### src/rtl/ucsbece154b_issue_sched.sv
`default_nettype none
// ============================================================================
// ucsbece154b_issue_sched : dual-issue scheduler, splits hazardous decode pairs
// Revision 1.0
// ============================================================================
module ucsbece154b_issue_sched #(
    parameter int          CNT_WIDTH = 32,
    parameter logic [31:0] NOP_INSTR = 32'h00000013
) (
    input  logic                 clk,
    input  logic                 reset,
    input  logic [31:0]          instrD_i,
    input  logic [31:0]          instrD2_i,
    input  logic                 validD_i,
    input  logic                 validD2_i,
    input  logic                 ex_ready_i,
    input  logic                 flush_i,
    output logic [31:0]          issue0_instr_o,
    output logic                 issue0_valid_o,
    output logic [31:0]          issue1_instr_o,
    output logic                 issue1_valid_o,
    output logic                 stallD_o,
    output logic [CNT_WIDTH-1:0] cycle_cnt_o,
    output logic [CNT_WIDTH-1:0] instr_cnt_o,
    output logic [CNT_WIDTH-1:0] split_cnt_o
);

    localparam logic [6:0] OP_LUI    = 7'b0110111;
    localparam logic [6:0] OP_AUIPC  = 7'b0010111;
    localparam logic [6:0] OP_JAL    = 7'b1101111;
    localparam logic [6:0] OP_JALR   = 7'b1100111;
    localparam logic [6:0] OP_BRANCH = 7'b1100011;
    localparam logic [6:0] OP_LOAD   = 7'b0000011;
    localparam logic [6:0] OP_STORE  = 7'b0100011;
    localparam logic [6:0] OP_OP     = 7'b0110011;

    typedef enum logic [0:0] {
        PAIR  = 1'b0,
        SPLIT = 1'b1
    } state_t;

    state_t state;

    logic [31:0]          lane0_instr, lane1_instr;
    logic                 lane0_valid, lane1_valid;
    logic [CNT_WIDTH-1:0] cycle_cnt, instr_cnt, split_cnt;

    logic [6:0] op0, op1;
    logic [4:0] rd0, rd1, rs1_1, rs2_1;
    logic       writes0, writes1, reads_rs1_1, reads_rs2_1;
    logic       raw, waw, mem, ctl, conflict;

    always_comb begin
        op0   = instrD_i[6:0];
        rd0   = instrD_i[11:7];
        op1   = instrD2_i[6:0];
        rd1   = instrD2_i[11:7];
        rs1_1 = instrD2_i[19:15];
        rs2_1 = instrD2_i[24:20];

        writes0     = (op0 != OP_STORE) && (op0 != OP_BRANCH);
        writes1     = (op1 != OP_STORE) && (op1 != OP_BRANCH);
        reads_rs1_1 = (op1 != OP_LUI) && (op1 != OP_AUIPC) && (op1 != OP_JAL);
        reads_rs2_1 = (op1 == OP_OP) || (op1 == OP_STORE) || (op1 == OP_BRANCH);

        raw = writes0 && (rd0 != 5'd0) &&
              ((reads_rs1_1 && (rs1_1 == rd0)) || (reads_rs2_1 && (rs2_1 == rd0)));
        waw = writes0 && writes1 && (rd0 != 5'd0) && (rd0 == rd1);
        mem = ((op0 == OP_LOAD) || (op0 == OP_STORE)) &&
              ((op1 == OP_LOAD) || (op1 == OP_STORE));
        ctl = (op0 == OP_BRANCH) || (op0 == OP_JAL) || (op0 == OP_JALR);

        conflict = validD_i && validD2_i && (raw || waw || mem || ctl);
    end

    logic [31:0] nxt_instr0, nxt_instr1;
    logic        nxt_valid0, nxt_valid1, do_split;
    state_t      nxt_state;
    logic [1:0]  issue_cnt;

    always_comb begin
        nxt_valid0 = 1'b0;
        nxt_valid1 = 1'b0;
        do_split   = 1'b0;
        nxt_state  = PAIR;
        if (state == SPLIT) begin
            // Decode is still holding the pair; finish it with the younger slot.
            nxt_valid1 = validD2_i;
        end else if (conflict) begin
            nxt_valid0 = 1'b1;
            do_split   = 1'b1;
            nxt_state  = SPLIT;
        end else begin
            nxt_valid0 = validD_i;
            nxt_valid1 = validD2_i;
        end
        nxt_instr0 = nxt_valid0 ? instrD_i  : 32'd0;
        nxt_instr1 = nxt_valid1 ? instrD2_i : 32'd0;
        issue_cnt  = {1'b0, nxt_valid0 && (nxt_instr0 != NOP_INSTR)} +
                     {1'b0, nxt_valid1 && (nxt_instr1 != NOP_INSTR)};
    end

    always_comb begin
        stallD_o = 1'b0;
        if (reset && !flush_i) begin
            stallD_o = !ex_ready_i || ((state == PAIR) && conflict);
        end
    end

    always_ff @(posedge clk) begin
        if (!reset) begin
            state       <= PAIR;
            lane0_instr <= 32'd0;
            lane1_instr <= 32'd0;
            lane0_valid <= 1'b0;
            lane1_valid <= 1'b0;
            cycle_cnt   <= '0;
            instr_cnt   <= '0;
            split_cnt   <= '0;
        end else begin
            cycle_cnt <= cycle_cnt + 1'b1;
            if (flush_i) begin
                state       <= PAIR;
                lane0_instr <= 32'd0;
                lane1_instr <= 32'd0;
                lane0_valid <= 1'b0;
                lane1_valid <= 1'b0;
            end else if (ex_ready_i) begin
                state       <= nxt_state;
                lane0_instr <= nxt_instr0;
                lane1_instr <= nxt_instr1;
                lane0_valid <= nxt_valid0;
                lane1_valid <= nxt_valid1;
                instr_cnt   <= instr_cnt + CNT_WIDTH'(issue_cnt);
                if (do_split) begin
                    split_cnt <= split_cnt + 1'b1;
                end
            end
        end
    end

    assign issue0_instr_o = lane0_instr;
    assign issue0_valid_o = lane0_valid;
    assign issue1_instr_o = lane1_instr;
    assign issue1_valid_o = lane1_valid;
    assign cycle_cnt_o    = cycle_cnt;
    assign instr_cnt_o    = instr_cnt;
    assign split_cnt_o    = split_cnt;

endmodule
`default_nettype wire

### config.mk
export PLATFORM = sky130hd
export DESIGN_NAME = ucsbece154b_issue_sched
export DESIGN_NICKNAME = d
export VERILOG_FILES = /design/src/rtl/ucsbece154b_issue_sched.sv
export SDC_FILE = /design/constraint.sdc
export NUM_CORES = 1
export LEC_CHECK = 0
export CAP_MARGIN = 5
export CORE_UTILIZATION = 47
export DETAILED_ROUTE_END_ITERATION = 7
export PLACE_DENSITY_LB_ADDON = 0.2
export SYNTH_ARGS = -nofsm -noshare
export SYNTH_HDL_FRONTEND = slang
export SYNTH_SLANG_ARGS = --single-unit
### constraint.sdc
create_clock -name clk -period 5.6 [get_ports clk]
set_clock_uncertainty 0.2 [all_clocks]
set_input_delay 1.12 -clock clk [delete_from_list [all_inputs] [get_ports clk]]
set_output_delay 1.12 -clock clk [all_outputs]
set_load 0.02 [all_outputs]
==> impl_results.md <==
- Vert. Die Dim: 127 um
- Synth Instances: approximately 860
- Element type at the critical path end: output port
- Clk slew on worst S/H paths: about 60 ps
- Clock power share: a little over two fifths
- Worst hold margin: around 260 ps
- DR pass1 iterations: 6
- Fmax: between 0.15 and 0.2 GHz
- Status: finished clean
- Final min period: approximately 5400 ps
- Yosys reg bits: 163
- Critical path launch point type: input pin
- Async SR Flop Fraction: 0%
- DRC: 0
- Die area: 0.0161 mm2
- Layout cells sized above 1: approximately 5.3%
- GPL Wtd Cong: ~0.93
- Reg power frac: 47.4%
- Reg-to-reg slack, setup: 2170 ps
- GRT Residual Overflow: 0
- Crit path top cell by count: clkdlybuf4s50_1
- Netlist Area Pre-Place: between 0.007 and 0.008 mm2
- Starting Density: roughly half
- RSZ-0062 raised after global routing: no
- Cts hold-fix bufs: 0
- Fin nets: roughly 1200
- # clock sinks: about 160
- Setup Viol. Count Final: 0
- Area delta synth->final: 41.8%
- Crit Path Class: in -> out
- Setup bufs post-CTS: 0
- HPWL after DPL: between 10000 and 15000 um
- Largest net degree at the start of global routing: 68
- Comb pwr share: a little under 9%
- First-pass GRT wire length: between 30000 and 40000 um
- Fin Setup TNS: 0 ps
- Worst EP required: 4280 ps
- Worst min-delay path class: reg -> reg
- # fillers: 1279
- Post-synthesis sequential area ratio: 44.6%
- Unique cell type count in the Yosys netlist: 46
- Rel. slew slack: roughly 27%
- Post-DRT Antenna Nets: 0
- Pre-CTS setup slack: about 310 ps
- Clk_lat worst skew: around 430 ps
- Post-CTS Resized: 0
- TritonCTS clock tree: yes
- CTS buffer count: 17
- Slew @ Worst Pin: roughly 1100 ps
- Port Buffers: about 230
- Mapped Nets: between 900 and 1000
- H-tree Lvls: 4
- Row count: 45
- Crit-path max FO: 5
- Pwr dens: between 200 and 250 mW/mm2
- Worst vdd ir: approximately 0.00022 V
- Tcrit/Tclk final: between 90% and 100%
- Core area: around 0.015 mm2
- Internal: ~0.0019 W
- Drt wl/cell: ~16 um
- CP Buf/Inv Count: 2
- Hold Vio Cnt, Final: 0
- Vias in the first global route: around 6400
- Crit-path leading delay family: buffers and inverters
- Top_reg_cell synth: dfxtp_1
- Vias per inst: about 5.5
- Post-synth EDFFs: 0
- Antenna violations before repair: 1
- Iter 0 DRT Violations: roughly 370
- Slowest-stage cell, CP: nor4_1
- Slew Viols, Final: 0
- IO Count: 233
- Slowest stage delay, CP: ~820 ps
- Switching part of the total power: 25.0%
- MaxCap Viol Count: 0
- Switching pwr: just over 0.0006 W
- Die Wd: between 100 and 150 um
- All-Layer GR Usage: ~25%
- WL final: approximately 20000 um
- Synth Warn #: 0
- Post-route setup slack: ~160 ps
- Worst-path cell chain: clkdlybuf4s50_1, xnor2_1, nand3_1, nor4_1, o31a_1, o21ai_0, a21oi_1, clkdlybuf4s50_1
- Leakage power: ~3.5 nW
- Clock tree buffer depth: 2
- CTS Root Cell: clkbuf_16
- Vias: ~7000
- Critical path data arrival time: between 4000 and 5000 ps
- Syn_area_per_cell: 8.48 um2
sequential cells by signal (all words and copies together) (netlist names):
signal	count
cycle_cnt_o	32
instr_cnt_o	32
issue0_instr_o	32
issue1_instr_o	32
split_cnt_o	32
issue0_valid_o	1
issue1_valid_o	1
state	1
layer usage:
| metal | GRT usage, % | routed length [um] | up-vias |
|---|---|---|---|
| li1 | - | - | 3482 |
| met1 | 31.9 | 8890 | 3281 |
| met2 | 41.3 | 9570 | 206 |
| met3 | 6.75 | 1180 | 36 |
| met4 | 10.2 | 479 | 0 |
| met5 | 0 | 0 | - |
layout by cell type, fill, tap and decap left out, drive strengths merged, types with 3 or more instances in the layout:
master,n
a2111oi,4
a211oi,3
a21boi,7
a21o,3
a21oi,32
a22oi,32
and2,13
and3,17
and4,7
buf,17
clkbuf,19
clkdlybuf4s50,231
clkinv,8
dfxtp,163
ha,3
inv,15
mux2i,29
nand2,77
nand2b,28
nand3,103
nand4,24
nor2,99
nor3,10
nor4,16
o211ai,3
o21ai,39
o311ai,3
or3,6
xnor2,35
xor2,34
cell families after synthesis:
logic type	Yosys count	synth area share, %
simple gates	407	27.5
flops	163	44.6
compound gates	131	11.7
xor+xnor	69	8.26
buf+inv	60	3.13
mux	29	3.97
fa+ha+maj	4	0.787
layout make-up:
cell class,count,area [um2],share of cell area (%)
clock buffer,19,453,4.37
clock inverter,13,103,0.989
antenna,1,2.50,0.0241
multi-input combinational,640,3830,37.0
timing repair buffer,248,2440,23.5
inverter,12,45.0,0.434
sequential,163,3260,31.5
tap,188,235,2.27
worst min-delay path: cells and delay by family, from the launching register on:
kind	cells	cell delay (ps)
and+or+nand+nor	1	50
AOI/OAI and AO/OA	1	50
DFF	1	310
cells in the mapped netlist, types with 4 or more instances:
cell type | n | area [um2]
a21boi_0 | 4 | 30.0
a21oi_1 | 32 | 160
a22oi_1 | 32 | 240
and2_1 | 13 | 81.3
and3_1 | 17 | 106
and4_1 | 7 | 61.3
clkbuf_1 | 44 | 165
dfxtp_1 | 163 | 3260
inv_1 | 11 | 41.3
mux2i_1 | 29 | 290
nand2_1 | 77 | 289
nand2b_1 | 28 | 175
nand3_1 | 103 | 515
nand4_1 | 24 | 150
nor2_1 | 99 | 372
nor3_1 | 10 | 50.1
nor4_1 | 15 | 93.8
o21ai_0 | 38 | 190
or3_1 | 6 | 37.5
xnor2_1 | 35 | 307
xor2_1 | 34 | 298
per-stage QoR:
stage | cells | area [um2] | total power (W) | utilization (%)
after global placement | 1251 | 9810 | 0.00142 | 64.6
after global routing | 1283 | 10400 | 0.00258 | 68.2
after CTS | 1283 | 10400 | 0.00251 | 68.2
final | 1284 | 10400 | 0.00249 | 68.2
after detailed placement | 1251 | 9810 | 0.00142 | 64.6
after floorplan | 863 | 7310 | 0.00131 | -
power by group through the flow:
stage / logic (W) / registers, W / clock network (W)
final: 0.000216 / 0.00118 / 0.00109
after global routing: 0.000232 / 0.00118 / 0.00117
after CTS: 0.000216 / 0.00118 / 0.00111
after detailed placement: 0.000214 / 0.00121 / 0
after global placement: 0.000212 / 0.00121 / 0
after floorplan: 0.0000852 / 0.00122 / 0
path summary, 6_finish.rpt:
| check | from | to | cells past startpoint |
|---|---|---|---|
| min | issue1_valid_o | issue1_valid_o | 2 |
| min reg2reg | issue1_valid_o | issue1_valid_o | 2 |
| max reg2reg | state | instr_cnt_o[22] | 15 |
| max | instrD_i[7] | stallD_o | 8 |
Note: power is estimated with default switching activity, not from simulation.
